File: src/rtl/nsdp_activity_timer.sv
// rtl/nsdp_activity_timer.sv - down-counter that holds active high for ACTIVE_TIMEOUT idle cycles after a beat
module nsdp_activity_timer #(
  parameter int ACTIVE_TIMEOUT = 250_000_000
) (
  input  logic clk,
  input  logic resetn,
  input  logic beat,
  input  logic clear,
  output logic active
);

  localparam int CNT_W = $clog2(ACTIVE_TIMEOUT + 1);

  logic [CNT_W-1:0] count;

  // active drops on the same edge the count reaches zero.
  always_ff @(posedge clk) begin
    if (!resetn || clear) begin
      count  <= '0;
      active <= 1'b0;
    end else if (beat) begin
      count  <= CNT_W'(ACTIVE_TIMEOUT);
      active <= 1'b1;
    end else if (count != '0) begin
      count  <= count - CNT_W'(1);
      active <= count > CNT_W'(1);
    end
  end

endmodule

File: config.mk
export PLATFORM = sky130hd
export DESIGN_NAME = nsdp_activity_timer
export DESIGN_NICKNAME = d
export VERILOG_FILES = /design/src/rtl/nsdp_activity_timer.sv
export SDC_FILE = /design/constraint.sdc
export NUM_CORES = 1
export LEC_CHECK = 0
export ABC_AREA = 1
export ABC_CLOCK_PERIOD_IN_PS = 1710
export CORE_ASPECT_RATIO = 1.25
export CORE_MARGIN = 3
export CORE_UTILIZATION = 30
export CTS_CLUSTER_SIZE = 20
export DETAILED_ROUTE_END_ITERATION = 16
export PLACE_DENSITY_LB_ADDON = 0.15
export SKIP_CTS_REPAIR_TIMING = 1
export SLEW_MARGIN = 40
export SYNTH_ARGS = -nofsm -noshare
export SYNTH_HDL_FRONTEND = slang
export SYNTH_SLANG_ARGS = --single-unit
File: constraint.sdc
create_clock -name clk -period 1.71 [get_ports clk]
set_input_delay 0.4275 -clock clk [delete_from_list [all_inputs] [get_ports clk]]
set_output_delay 0.4275 -clock clk [all_outputs]
set_load 0.02 [all_outputs]
======== After elaboration in Yosys (flattened, before gate mapping) ========
Cells that the tools add are included.
word-level totals
  flip-flop bits (word level) ............. 29
  memories kept ........................... 0
  bits in latches ......................... 0
  bits of input ports ..................... 4
  memory bits (read-only) ................. 0
  logic and storage cells ................. 14
  memory bits (writable) .................. 0
  output and inout bits ................... 1
cells by class
  div/mod/pow operators ................... 0
  muxes and demuxes ....................... 4
  multiply operators ...................... 0
  bitwise operators ....................... 0
  $add $sub $neg .......................... 1
  reductions and logical operators ........ 5
  $lt $le $gt $ge ......................... 1
  shift operators ......................... 0
  eq/ne operators ......................... 0
operators with widths
  operator                 count
  $mux W28                 2
  $gt A28 B1 Y1 const B    1
  $reduce_bool A28 Y1      1
  $sub A28 B1 Y28 const B  1
  $mux W1                  2
  $reduce_bool A2 Y1       1
  $reduce_or A2 Y1         1
  $logic_not A1 Y1         1
  $logic_or A1 B1 Y1       1

======== Longest topological paths before layout ========
  depth after elaboration ................. 3
  mapped depth ............................ 11
  gate-level depth less buffers ........... 11

======== Least setup slack after synthesis ========
No wires, ideal clock.
  path type ............................... reg-to-reg
  start point ............................. reg count[0]
  end point ............................... reg count[18]
  cell stages (with the launch flop) ...... 11
  clock period less this slack ............ 1480 ps
  data required time ...................... 1576 ps
  data arrival time ....................... 1346 ps
  path buffers ............................ 1
  path slack .............................. 230 ps
  library setup time ...................... 134 ps
  cell sequence ........................... dfxtp_1 -> inv_1 -> ha_1 -> nand2_2 -> clkinv_2 -> nand2_4 -> nor2_4 -> nand2_4 -> buf_6 -> nand3_1 -> a21oi_1
on the way
  cells in the longest elaborated chain, start to end .. 3
  elaborated cells between the ends (all ways) .. 5
  classes of those cells .................. add/sub: 1; mux: 2; reduce/logical: 2
ends and longest elaborated chain
  what                      line  text
  start: declaration        14    logic [CNT_W-1:0] count;
  start signal: assignment  22    count <= CNT_W'(ACTIVE_TIMEOUT);
  start signal: assignment  25    count <= count - CNT_W'(1);
  $sub A28 B1 Y28           25
  $mux W28                  24    end else if (count != '0) begin
  $mux W28                  21    end else if (beat) begin
Several ways; a longest one is shown, not always the timed one. The select of a mux whose other input is x is not followed.
A chain may end at the register's enable or synchronous reset.

======== Worst setup path in the final report ========
  start point ............................. reg active
  end point ............................... out active
RTL lines
  what                      line  text
  start: declaration        9     output logic active
  start signal: assignment  26    active <= count > CNT_W'(1);
No word-level cell between the ends.

==> results by group <==
Outcome
  – Status: finished clean

Drt
  – DRT antenna net count: 0
  – Final wirelength: 4481 microns
  – # DRC: 0
  – First drt pass iteration count: 4
  – Vias/cell: 4.894
  – WL/cell: 13.22 microns
  – Drt initial violations: 61
  – Vias: 1659

Global route
  – Met3 global-route usage: 3.007%
  – Initial antenna violation count: 0
  – Tot GR Track Use: 14.25%
  – Largest net degree at the start of global routing: 26
  – Total grt overflow: 0
  – Met1 usage: 17.51%
  – Vias in the first global route: 1581
  – Met2 Track Usage GR: 23.52%
  – Global-route layer with the greatest usage: met2
  – First-pass GRT wire length: 7348 microns

Placed design
  – Final HPWL DP: 3404 microns
  – # port buffers: 4
  – Routability cong.: 0.8110

Timing
  – Hold_ws: 0.5004 ns
  – Final hold viol count: 0
  – Worst Skew: 0.006098 ns
  – Worst Max-Slew Pin Slew: 0.5239 ns
  – Max frequency: 613.6 MHz
  – Fin crit share: 95.31%
  – Max transition margin: 65.04%
  – Setup tns final: 0 ns
  – Tmin final: 1.630 ns
  – RSZ-0062 raised after global routing: false
  – Max-slew violations: 0
  – Final setup fails: 0

Logic synthesis
  – Top FF cell, synth: dfxtp_1
  – Synthesized flop and latch total: 29
  – Net Count, Synth: 263
  – Post-synth top area cell: dfxtp_1
  – Yosys warns: 0
  – EDFF count, synth: 0
  – Sequential share of the synthesized area: 33.99%
  – Synth async-reset ratio: 0%
  – Synth cell types: 28
  – Area contributors post-synth: dfxtp_1, nand2_1, nor2_1
  – Post-Syn Instances: 257
  – Cell with the most instances after synthesis: nand2_1
  – Area share of the largest cell type after synthesis: 33.99%
  – Syn Area/Cell: 6.645 sq um
  – Most frequent cells after synthesis: nand2_1, nor2_1, dfxtp_1, nand3_1, inv_1
  – Synthesized area: 1708 sq um

Setup path
  – Origin of the critical flop-to-flop path: count[1]$_SDFFE_PP0P_
  – WP data arrival: 1.20 ns
  – CP max-delay cell: clkdlybuf4s50_1
  – Critical path class: flop to primary output
  – CP startpoint: active$_SDFFE_PP0P_
  – Crit Path Max Fanout: 2
  – Slowest cell delay on critical path: 0.60 ns
  – Crit path buf inv count: 1
  – Crit path to: active
  – R2r setup slk: 0.17 ns
  – Crit. End Element: primary output
  – R2r endpoint: count[0]$_SDFFE_PP0P_
  – WP data required: 1.28 ns
  – Crit-path cells: clkdlybuf4s50_1
  – Worst Reg2Reg Path Length in Cells: 10
  – Worst path depth: 1
  – Crit path launch type: flop
  – Cell family with most CP delay: buffers and inverters

Cells and area
  – Diode count: 0
  – Area delta synth->final: 15.38%
  – Share of layout cells above drive strength 1: 15.27%
  – Nets: 280

Floorplan
  – Initial Utilization: 31.16%
  – CORE AREA: 5480 sq um
  – Die width: 73.49 microns
  – Standard-cell row count: 30
  – Die height: 90.36 microns
  – Die ar.: 6640 sq um
  – Ports: 5

Run
  – Max Cap Violations: 0

Clock tree
  – TritonCTS Buffers: 5
  – Clk_lat worst skew: 0.28 ns
  – Clk slew on worst S/H paths: 0.06 ns
  – CTS max path bufs: 2
  – Root Buffer: clkbuf_8
  – CTS tree: yes
  – Clk sink count: 29
  – H-Tree Depth: 2

Power and ir drop
  – Power Dens Cells: 977.0 nW/um^2
  – Leak: 0.9029 nW
  – Max VDD drop: 0.0004525 V

Hold path
  – Hold WC Path Type: flop to flop
## logic make-up after synthesis
kind of cell / after synthesis / share of synthesized area, %
DFF: 29 / 33.99
adders and majority gates: 2 / 1.465
AOI/OAI and AO/OA: 32 / 10.84
xor gates and xnor gates: 7 / 3.590
buffers and inverters: 31 / 7.765
and+or+nand+nor: 156 / 42.34
## area by class of cell
| cell class | count | area [sq um] |
|---|---|---|
| fill | 604 | 3510 |
| multi-input combinational | 197 | 1008 |
| sequential | 29 | 580.6 |
| timing repair buffer | 15 | 122.6 |
| inverter | 26 | 98.84 |
| clock buffer | 8 | 80.08 |
| tap | 64 | 80.08 |
## worst min path at each step
stage,from,endpoint,slack (ns),cells after the start
floorplan,count[20]$_SDFFE_PP0P_,count[20]$_SDFFE_PP0P_,0.45,2
global placement,count[4]$_SDFFE_PP0P_,count[4]$_SDFFE_PP0P_,0.49,2
detailed placement,count[4]$_SDFFE_PP0P_,count[4]$_SDFFE_PP0P_,0.49,2
CTS,count[4]$_SDFFE_PP0P_,count[4]$_SDFFE_PP0P_,0.50,2
global route,count[4]$_SDFFE_PP0P_,count[4]$_SDFFE_PP0P_,0.52,2
finish,count[4]$_SDFFE_PP0P_,count[4]$_SDFFE_PP0P_,0.50,2
## where the power goes
part           internal, mW  leakage (nW)  switching (mW)  total, mW
clock                 0.289        0.0395           0.264      0.553
sequential            0.715         0.238          0.0404      0.755
combinational         0.222         0.626           0.394      0.617
total                  1.23         0.903           0.699       1.93
## stage by stage
stage                     power [mW]  cells  utilization [%]  setup slack [ns]  instance area (sq um)
after floorplan                1.229    257                -            0.2301                   1708
after global placement         1.374    331            34.25          -0.01713                   1877
after detailed placement       1.375    331            34.25          -0.04487                   1877
after CTS                      1.942    339            35.71           0.06699                   1957
after global routing           2.050    339            35.96           0.01225                   1971
final                          1.925    339            35.96           0.08017                   1971
## cells in the final DEF, fill, tap and decap left out, types with 2 or more instances in the layout
cell              n
a211oi_1          2
a21oi_1          19
buf_4            11
clkbuf_1          3
clkbuf_8          5
clkdlybuf4s50_1   4
dfxtp_1          29
ha_1              2
inv_1            22
inv_2             3
nand2_1          56
nand2_2           3
nand3_1          23
nand4_1           5
nor2_1           48
nor2_2            7
nor2_4            3
nor3_1            3
o21ai_0           5
o21bai_1          4
or2_2             3
xnor2_1           5
xor2_1            2
## flip-flops by register name (all words and copies together) (netlist names)
| name | cells |
|---|---|
| active | 1 |
| count | 28 |
## metal layers
| metal | vias to the layer above | wire length [microns] |
|---|---|---|
| met5 | - | 0 |
| met4 | 0 | 102 |
| met2 | 32 | 2262 |
| li1 | 865 | - |
| met1 | 752 | 1971 |
| met3 | 10 | 145 |
Power figures use the tool's default switching activity.
